File: config.mk
export PLATFORM = sky130hd
export DESIGN_NAME = ft245_fifo_ctrl
export DESIGN_NICKNAME = d
export VERILOG_FILES = /design/src/rtl/ft245_pkg.sv /design/src/rtl/ft245_strobe_timer.sv /design/src/rtl/ft245_fifo_ctrl.sv
export SDC_FILE = /design/constraint.sdc
export NUM_CORES = 1
export LEC_CHECK = 0
export ABC_AREA = 1
export CORE_ASPECT_RATIO = 0.9
export CORE_MARGIN = 2
export CORE_UTILIZATION = 35
export CTS_CLUSTER_SIZE = 10
export DETAILED_ROUTE_END_ITERATION = 6
export PLACE_DENSITY = 0.69
export SLEW_MARGIN = 15
export SYNTH_ARGS = -nofsm -noshare
export SYNTH_HDL_FRONTEND = slang
export SYNTH_HIERARCHICAL = 1
export SYNTH_SLANG_ARGS = --single-unit
export TNS_END_PERCENT = 10
File: constraint.sdc
create_clock -name clk -period 2 [get_ports clk]
set_input_delay 0.4 -clock clk [delete_from_list [all_inputs] [get_ports clk]]
set_output_delay 0.4 -clock clk [all_outputs]
set_load 0.01 [all_outputs]
File: src/rtl/ft245_pkg.sv
// Shared types and default strobe timing for the FT245-style parallel FIFO controller.
package ft245_pkg;

  typedef enum logic [2:0] {
    ST_IDLE       = 3'd0,
    ST_RD_STROBE  = 3'd1,
    ST_RD_RECOVER = 3'd2,
    ST_WR_SETUP   = 3'd3,
    ST_WR_STROBE  = 3'd4,
    ST_WR_RECOVER = 3'd5
  } state_t;

  typedef enum logic {
    GRANT_RX = 1'b0,
    GRANT_TX = 1'b1
  } grant_t;

  localparam int DEF_RD_PULSE   = 4;
  localparam int DEF_RD_RECOVER = 4;
  localparam int DEF_WR_SETUP   = 1;
  localparam int DEF_WR_PULSE   = 3;
  localparam int DEF_WR_RECOVER = 4;

  function automatic int max_of(input int a, input int b);
    return (a > b) ? a : b;
  endfunction

endpackage

File: src/rtl/ft245_strobe_timer.sv
// Load/count-down timer shared by every timed state; o_done is high once the count reaches zero.
module ft245_strobe_timer #(
  parameter int W = 3
) (
  input  logic         clk,
  input  logic         reset,
  input  logic         i_load,
  input  logic [W-1:0] i_load_val,
  output logic         o_done
);

  logic [W-1:0] r_count;

  always_ff @(posedge clk) begin
    if (reset) begin
      r_count <= '0;
    end else if (i_load) begin
      r_count <= i_load_val;
    end else if (r_count != '0) begin
      r_count <= r_count - W'(1);
    end
  end

  assign o_done = (r_count == '0);

endmodule

File: src/rtl/ft245_fifo_ctrl.sv
// FT245 FIFO sequencer: arbitrates RX/TX on the shared 8-bit bus and generates rd/wr/data_oe.
module ft245_fifo_ctrl
  import ft245_pkg::*;
#(
  parameter int RD_PULSE   = DEF_RD_PULSE,
  parameter int RD_RECOVER = DEF_RD_RECOVER,
  parameter int WR_SETUP   = DEF_WR_SETUP,
  parameter int WR_PULSE   = DEF_WR_PULSE,
  parameter int WR_RECOVER = DEF_WR_RECOVER
) (
  input  logic        clk,
  input  logic        reset,
  input  logic        rxf_n,
  input  logic        txe_n,
  input  logic [7:0]  bus_rdata,
  output logic [7:0]  bus_wdata,
  output logic        data_oe,
  output logic        rd,
  output logic        wr,
  output logic        rx_valid,
  input  logic        rx_ready,
  output logic [7:0]  rx_data,
  input  logic        tx_valid,
  output logic        tx_ready,
  input  logic [7:0]  tx_data,
  output logic [15:0] rx_count,
  output logic [15:0] tx_count
);

  localparam int MAX_P = max_of(max_of(max_of(RD_PULSE, RD_RECOVER),
                                       max_of(WR_SETUP, WR_PULSE)), WR_RECOVER);
  localparam int TW    = $clog2(MAX_P + 1);

  state_t        r_state;
  grant_t        r_last_grant;
  logic [7:0]    r_bus_wdata;
  logic          r_data_oe;
  logic          r_rd;
  logic          r_wr;
  logic          r_rx_valid;
  logic [7:0]    r_rx_data;
  logic [15:0]   r_rx_count;
  logic [15:0]   r_tx_count;

  logic          w_idle;
  logic          w_rx_ok;
  logic          w_tx_ok;
  logic          w_grant_rx;
  logic          w_grant_tx;
  logic          w_tmr_done;
  logic          w_tmr_load;
  logic [TW-1:0] w_tmr_val;
  logic          w_rd_done;
  logic          w_wr_done;

  // Flags are only looked at in IDLE; RX wins ties unless it was served last.
  assign w_idle     = (r_state == ST_IDLE);
  assign w_rx_ok    = !rxf_n && !r_rx_valid;
  assign w_tx_ok    = !txe_n && tx_valid;
  assign w_grant_rx = w_idle && w_rx_ok && (!w_tx_ok || (r_last_grant == GRANT_TX));
  assign w_grant_tx = w_idle && w_tx_ok && !w_grant_rx;
  assign w_rd_done  = (r_state == ST_RD_STROBE) && w_tmr_done;
  assign w_wr_done  = (r_state == ST_WR_STROBE) && w_tmr_done;

  // NOTE: every always_comb output gets a default first so no path leaves it unassigned (no latch).
  always_comb begin
    w_tmr_load = 1'b0;
    w_tmr_val  = '0;
    unique case (r_state)
      ST_IDLE: begin
        if (w_grant_rx) begin
          w_tmr_load = 1'b1;
          w_tmr_val  = TW'(RD_PULSE - 1);
        end else if (w_grant_tx) begin
          w_tmr_load = 1'b1;
          w_tmr_val  = TW'(WR_SETUP - 1);
        end
      end
      ST_RD_STROBE: begin
        w_tmr_load = w_tmr_done;
        w_tmr_val  = TW'(RD_RECOVER - 1);
      end
      ST_WR_SETUP: begin
        w_tmr_load = w_tmr_done;
        w_tmr_val  = TW'(WR_PULSE - 1);
      end
      ST_WR_STROBE: begin
        w_tmr_load = w_tmr_done;
        w_tmr_val  = TW'(WR_RECOVER - 1);
      end
      default: ;
    endcase
  end

  ft245_strobe_timer #(.W(TW)) u_timer (
    .clk        (clk),
    .reset      (reset),
    .i_load     (w_tmr_load),
    .i_load_val (w_tmr_val),
    .o_done     (w_tmr_done)
  );

  // NOTE: sequential state uses non-blocking assignments so every register samples pre-edge values.
  always_ff @(posedge clk) begin
    if (reset) begin
      r_state      <= ST_IDLE;
      r_last_grant <= GRANT_TX;
      r_bus_wdata  <= '0;
      r_data_oe    <= 1'b0;
      r_rd         <= 1'b0;
      r_wr         <= 1'b0;
      r_rx_valid   <= 1'b0;
      r_rx_data    <= '0;
      r_rx_count   <= '0;
      r_tx_count   <= '0;
    end else begin
      r_rx_count <= r_rx_count + 16'(w_rd_done);
      r_tx_count <= r_tx_count + 16'(w_wr_done);
      if (r_rx_valid && rx_ready) r_rx_valid <= 1'b0;

      unique case (r_state)
        ST_IDLE: begin
          if (w_grant_rx) begin
            r_rd         <= 1'b1;
            r_last_grant <= GRANT_RX;
            r_state      <= ST_RD_STROBE;
          end else if (w_grant_tx) begin
            r_bus_wdata  <= tx_data;
            r_data_oe    <= 1'b1;
            r_last_grant <= GRANT_TX;
            r_state      <= ST_WR_SETUP;
          end
        end
        ST_RD_STROBE: begin
          if (w_tmr_done) begin
            r_rd       <= 1'b0;
            r_rx_data  <= bus_rdata;
            r_rx_valid <= 1'b1;
            r_state    <= ST_RD_RECOVER;
          end
        end
        ST_RD_RECOVER: begin
          if (w_tmr_done) r_state <= ST_IDLE;
        end
        ST_WR_SETUP: begin
          if (w_tmr_done) begin
            r_wr    <= 1'b1;
            r_state <= ST_WR_STROBE;
          end
        end
        ST_WR_STROBE: begin
          if (w_tmr_done) begin
            r_wr    <= 1'b0;
            r_state <= ST_WR_RECOVER;
          end
        end
        ST_WR_RECOVER: begin
          // Bus stays driven for the first recovery cycle to give the FIFO hold time.
          r_data_oe <= 1'b0;
          if (w_tmr_done) r_state <= ST_IDLE;
        end
        default: r_state <= ST_IDLE;
      endcase
    end
  end

  assign bus_wdata = r_bus_wdata;
  assign data_oe   = r_data_oe;
  assign rd        = r_rd;
  assign wr        = r_wr;
  assign rx_valid  = r_rx_valid;
  assign rx_data   = r_rx_data;
  assign tx_ready  = w_grant_tx;
  assign rx_count  = r_rx_count;
  assign tx_count  = r_tx_count;

endmodule
Yosys cells after proc, flatten, opt, wreduce, memory -nomap -nowiden
Cells that the tools add are included.
{ "word_totals": {"reg_bits": 59, "input_bits": 22} }
{ "classes": {"add_sub_neg": 3, "eq_ne": 13, "mux": 26, "bitwise_logic": 1, "n_reduce_logical": 33} }
{ "ops": {"columns": ["operator", "n"], "rows": [
  ["$add A16 B1 Y16", 2],
  ["$mux W3", 8],
  ["$pmux W3 S5", 1],
  ["$reduce_and A3 Y1", 4],
  ["$mux W1", 11],
  ["$ne A2 B2 Y1 const B", 5],
  ["$reduce_bool A2 Y1", 5],
  ["$logic_and A1 B1 Y1", 9],
  ["$pmux W1 S2", 4],
  ["$eq A3 B2 Y1 const B", 2],
  ["$eq A3 B3 Y1 const B", 2],
  ["$logic_not A3 Y1", 2],
  ["$pmux W2 S3", 1],
  ["$logic_not A1 Y1", 5],
  ["$reduce_and A5 Y1", 1],
  ["$ne A2 B1 Y1 const B", 2],
  ["$reduce_and A2 Y1", 2],
  ["$reduce_or A2 Y1", 2],
  ["$eq A3 B1 Y1 const B", 1],
  ["$ne A3 B2 Y1 const B", 1],
  ["$reduce_bool A3 Y1", 1],
  ["$reduce_or A3 Y1", 1],
  ["$sub A3 B1 Y3 const B", 1],
  ["$mux W2", 1],
  ["2 further kinds", 2]
]} }

Longest topological paths before layout
{ "logic_depth": {"depth_word": 11, "depth_mapped": 14, "depth_no_buf": 14} }

Modules after synthesis
The synthesis kept the hierarchy.
{ "by_module_without_submodules": {"columns": ["mod", "n_inst", "cells_per_inst", "area_each_um2", "seq_area_each_um2"], "rows": [
  ["ft245_fifo_ctrl", 1, 345, 2496.1, 1121.1],
  ["ft245_strobe_timer", 1, 28, 198.9, 60.1]
]} }

Worst setup path before layout
Ideal clock, no wire load.
{ "synth_path": {"path_type": "register -> register", "startpoint": "register u_timer.r_count[0]", "endpoint": "register r_rx_count[8] (netlist: rx_count[8])", "setup_ps": 119, "t_arrival_ps": 2058, "slack_ps": -177, "stages_incl_launch_ff": 14, "cell_sequence": "dfxtp_1 > inv_1 > ha_1 > inv_1 > nor2_1 > nand3_2 > inv_2 > ha_1 > ha_1 > nand3_1 > nor3_2 > nand2_1 > o21ai_0 > a21oi_1"} }
{ "synth_via": {"elab_chain_cells": 3} }
{ "synth_lines": {"columns": ["element", "line", "rtl"], "rows": [
  ["from (decl)", "ft245_strobe_timer.sv:12", "logic [W-1:0] r_count;"],
  ["from (signal assigned)", "ft245_strobe_timer.sv:18", "r_count <= i_load_val;"],
  ["from (signal assigned)", "ft245_strobe_timer.sv:20", "r_count <= r_count - W'(1);"],
  ["$logic_not A3 Y1", "ft245_strobe_timer.sv:24", "assign o_done = (r_count == '0);"],
  ["named net w_tmr_done", "ft245_fifo_ctrl.sv:50", "logic w_tmr_done;"],
  ["$logic_and A1 B1 Y1", "ft245_fifo_ctrl.sv:62", "assign w_rd_done = (r_state == ST_RD_STROBE) && w_tmr_done;"],
  ["$add A16 B1 Y16", "ft245_fifo_ctrl.sv:117", "r_rx_count <= r_rx_count + 16'(w_rd_done);"],
  ["to (signal assigned)", "ft245_fifo_ctrl.sv:117", null],
  ["to (decl)", "ft245_fifo_ctrl.sv:42", "logic [15:0] r_rx_count;"]
]} }
The timed path passes the listed nets, and every way through them passes these cells.
A chain may end at the register's enable or synchronous reset.

Worst setup path after layout
{ "layout_path": {"startpoint": "register u_timer.r_count[1]", "endpoint": "register r_tx_count[4] (netlist: tx_count[4])"} }
{ "layout_via": {"elab_chain_cells": 3} }
{ "layout_lines": {"columns": ["element", "line", "rtl"], "rows": [
  ["$logic_not A3 Y1", "ft245_strobe_timer.sv:24", null],
  ["named net w_tmr_done", "ft245_fifo_ctrl.sv:50", null],
  ["$logic_and A1 B1 Y1", "ft245_fifo_ctrl.sv:63", "assign w_wr_done = (r_state == ST_WR_STROBE) && w_tmr_done;"],
  ["$add A16 B1 Y16", "ft245_fifo_ctrl.sv:118", "r_tx_count <= r_tx_count + 16'(w_wr_done);"],
  ["to (signal assigned)", "ft245_fifo_ctrl.sv:118", null],
  ["to (decl)", "ft245_fifo_ctrl.sv:43", "logic [15:0] r_tx_count;"]
]} }
The timed path passes the listed nets, and every way through them passes these cells.

==> run summary <==
RUN STATUS
----------------------------------------------------------------------------------------
Run status ................................................................ finished clean

WORST SETUP PATH
----------------------------------------------------------------------------------------
Longest individual stage delay on the worst path ..........................       320 ps
Register-to-Register Path Depth ...........................................           13
Worst r2r dst ............................................................. tx_count[4]$_SDFF_PP0_
Chain of cells forming the critical path .................................. inv_2, ha_4, inv_2, nor2_4, inv_1, nor2_2, ha_2, ha_4, nand2_2, nor2_4, buf_4, xor2_2, nor2_1
Worst R2R Start ........................................................... u_timer/r_count[1]$_SDFFE_PP0P_
Required time at the worst-slack endpoint .................................      2240 ps
Number of cells on the critical path ......................................           13
Critical path data arrival time ...........................................      2170 ps
Category of cells accounting for the largest share of critical-path delay . simple AND/OR/NAND/NOR gates
Critical path peak fanout .................................................            5
Crit path buf inv count ...................................................            4
Slowest library cell on the worst path .................................... sky130_fd_sc_hd__dfxtp_2
Setup slack, reg-to-reg ...................................................        70 ps
Endpoint class of the critical path .......................................    flip-flop
Critical path endpoint .................................................... tx_count[4]$_SDFF_PP0_
Category of the worst setup path launch point .............................    flip-flop
Critical Path Source ...................................................... u_timer/r_count[1]$_SDFFE_PP0P_
Kind of critical path .....................................................      reg2reg

GLOBAL ROUTE
----------------------------------------------------------------------------------------
Antenna violations before repair ..........................................            0
GR Util All Layers ........................................................        0.176
GRT Residual Overflow .....................................................            0
Global-route wire length before repair ....................................    11,500 um
Vias in the first global route ............................................        2,678
Pin count of the biggest net entering global routing ......................           35

CELLS AND AREA
----------------------------------------------------------------------------------------
Most common cell after layout, fill and taps aside ........................ sky130_fd_sc_hd__nor2_1
Layout cells sized above 1 ................................................        0.182
Area overhead of the layout relative to synthesis .........................        50.9%
Final standard cell count with taps included and fillers excluded .........          584
Final #Nets ...............................................................          511
Antenna fix cells .........................................................            0
Most used cells in the layout excluding fill and tap cells ................ sky130_fd_sc_hd__nor2_1 (76), sky130_fd_sc_hd__clkdlybuf4s50_1 (73), sky130_fd_sc_hd__dfxtp_1 (57), sky130_fd_sc_hd__nand2_1 (54), sky130_fd_sc_hd__inv_1 (36)
Final standard cell area without fillers .................................. 0.00407 mm^2
Final Util ................................................................        0.542
Filler cell count .........................................................          727

PLACE
----------------------------------------------------------------------------------------
DP Wirelength .............................................................      5050 um
Post-placement cell area .................................................. 0.00378 mm^2
Setup slack after placement ...............................................      -162 ps
Final weighted congestion in routability-driven placement .................        0.815
Port buffer count .........................................................           74
Placed cell count .........................................................          561

CLOCKING
----------------------------------------------------------------------------------------
Bufs on Longest Clock Path ................................................            2
Number of H-tree levels ...................................................            3
Clock sinks ...............................................................           59
Clk Latency, worst-skew pair ..............................................       350 ps
Clock-pin slew on the worst setup and hold paths ..........................        80 ps
Root buffer cell .......................................................... sky130_fd_sc_hd__clkbuf_8
Cts bufs inserted .........................................................            9
Post-cts hold buffer count ................................................            0
TritonCTS clock tree ......................................................        built

PWR
----------------------------------------------------------------------------------------
Total power divided by cell area ..........................................  964 mW/mm^2
Fraction of power consumed by the clock network ...........................        0.240
Comb power frac ...........................................................        0.393
Switching share of total power ............................................        0.352
Total leakage power .......................................................      1.53 nW
Switching Power ...........................................................      1.38 mW
Peak VDD IR ...............................................................       387 uV
P_int .....................................................................      2.54 mW
Sequential group share of total power .....................................        0.366
Total chip power ..........................................................      3.92 mW

FLOORPLANNING
----------------------------------------------------------------------------------------
Count of boundary I/O pins ................................................           75
Die H .....................................................................      87.2 um
Initial core utilization ..................................................        0.359
FP Rows ...................................................................           30
Die Width .................................................................      96.5 um
Placeable Area ............................................................ 0.00751 mm^2
Area enclosed by the die boundary ......................................... 0.00842 mm^2

TIMING
----------------------------------------------------------------------------------------
Worst-case clock skew .....................................................      14.6 ps
Fraction of the cycle the final worst path needs ..........................        0.967
Max-slew violation total from the final report ............................            0
Max Clock Freq ............................................................      517 MHz
Min cycle time layout .....................................................      1930 ps
Worst hold slack ..........................................................       464 ps
Final hold viol count .....................................................            0
Setup TNS after final layout ..............................................         0 ps
Unrepaired setup endpoints after global routing ...........................         true
Finish-stage setup viols ..................................................            0
Worst path setup slack after routing ......................................      66.5 ps

LOGIC SYNTHESIS
----------------------------------------------------------------------------------------
Net Count, Synth ..........................................................          401
Netlist area before placement ............................................. 0.00270 mm^2
Count of synthesis-stage warnings from yosys ..............................            6
Yosys cell types ..........................................................           32
Sequential element share of the synthesized area ..........................        0.438
Mean instance size in the synthesized netlist .............................    7.23 um^2
Total of flip-flops plus latches after synthesis ..........................           59
Synthesized instance count ................................................          373

DRT
----------------------------------------------------------------------------------------
Drt first-iter violations .................................................           85
Detailed-route via count ..................................................        2,803
Number of detailed-routing iterations run before antenna repair ...........            4
Sum of routed wire length over all layers .................................      6940 um
Antenna-violating nets left ...............................................            0
Vias per Instance .........................................................         4.80
Avg WL per Cell ...........................................................      11.9 um
DRC violations left .......................................................            0

RUN
----------------------------------------------------------------------------------------
Count of maximum capacitance violations ...................................            0

MIN PATH
----------------------------------------------------------------------------------------
Path category of the worst min-delay check ................................      reg2reg

metal layers:
layer	wire (um)	vias to the layer above	GRT usage	share of wire
met2	3440	66	0.297	0.50
met3	310	13	0.0407	0.045
met1	3030	1305	0.201	0.44
met4	150	0	0.105	0.022
met5	0	-	0	0
li1	-	1419	-	-
cells by family after synthesis:
logic type,count (synthesis),share of synthesized area
other,1,0.00139
DFF,59,0.438
adders and majority gates,6,0.0279
xor gates and xnor gates,6,0.0195
buffers and inverters,52,0.0734
and+or+nand+nor,187,0.318
AOI/OAI and AO/OA,62,0.122
sequential cells by signal, indices dropped and copies added, names as in the netlist:
register         cells
rx_data              8
r_last_grant         1
rd                   1
r_state              3
u_timer/r_count      3
rx_valid             1
bus_wdata            8
data_oe              1
wr                   1
tx_count            16
rx_count            16
how the worst min path moves through the flow:
stage	from	to	cells past startpoint
floorplan	reset	u_timer/r_count[0]$_SDFFE_PP0P_	1
global placement	rd$_SDFFE_PP0P_	rd$_SDFFE_PP0P_	2
CTS	rd$_SDFFE_PP0P_	rd$_SDFFE_PP0P_	2
finish	rd$_SDFFE_PP0P_	rd$_SDFFE_PP0P_	2
detailed placement	rd$_SDFFE_PP0P_	rd$_SDFFE_PP0P_	2
global route	rx_data[0]$_SDFFE_PP0N_	rx_data[0]$_SDFFE_PP0N_	2
area by class of cell:
class | instances | area [um^2] | share of cell area
Clock buffer | 11 | 131 | 0.0323
Clock inverter | 5 | 30.0 | 0.00738
Sequential cell | 59 | 1180 | 0.291
Timing Repair Buffer | 104 | 968 | 0.238
Tap cell | 96 | 120 | 0.0295
Multi-Input combinational cell | 262 | 1450 | 0.357
Inverter | 47 | 181 | 0.0446
cells in the mapped netlist (all sizes together):
cell type,count,area [um^2]
nand4,6,37.5
nand2,58,235
a31oi,1,6.26
xnor2,2,17.5
ha,6,75.1
nor2,86,350
xor2,4,35.0
buf,1,3.75
conb,1,3.75
o21ai,31,155
nand3,25,148
dfxtp,59,1180
a21oi,25,129
inv,47,179
o211ai,2,15.0
nor4,1,6.26
nor3,9,66.3
nand3b,1,7.51
o21bai,3,22.5
clkbuf,4,15.0
or2,1,6.26
what timing repair did:
action / in CTS / in global routing
setup endpoints to repair: 7 / 23
setup buffers: 1 / 6
pin swaps: 2 / 14
gates resized for setup: 2 / 23
worst register-to-register path, stage by stage (launching register included):
cell and delay [ps]:
sky130_fd_sc_hd__dfxtp_2 320, sky130_fd_sc_hd__inv_2 70, sky130_fd_sc_hd__ha_4 140, sky130_fd_sc_hd__inv_2 40
sky130_fd_sc_hd__nor2_4 90, sky130_fd_sc_hd__inv_1 70, sky130_fd_sc_hd__nor2_2 140, sky130_fd_sc_hd__ha_2 220
sky130_fd_sc_hd__ha_4 140, sky130_fd_sc_hd__nand2_2 70, sky130_fd_sc_hd__nor2_4 200, sky130_fd_sc_hd__buf_4 160
sky130_fd_sc_hd__xor2_2 140, sky130_fd_sc_hd__nor2_1 50
power by group through the flow:
stage          Clock, mW  Sequential, mW  Combinational (mW)
2_1_floorplan          0            1.50               0.755
3_3_place_gp           0            1.45                1.37
3_5_place_dp           0            1.45                1.40
4_1_cts            0.966            1.43                1.43
5_1_grt             1.01            1.45                1.72
6_report           0.941            1.44                1.54
No activity file was read; power rests on OpenSTA's default activity.
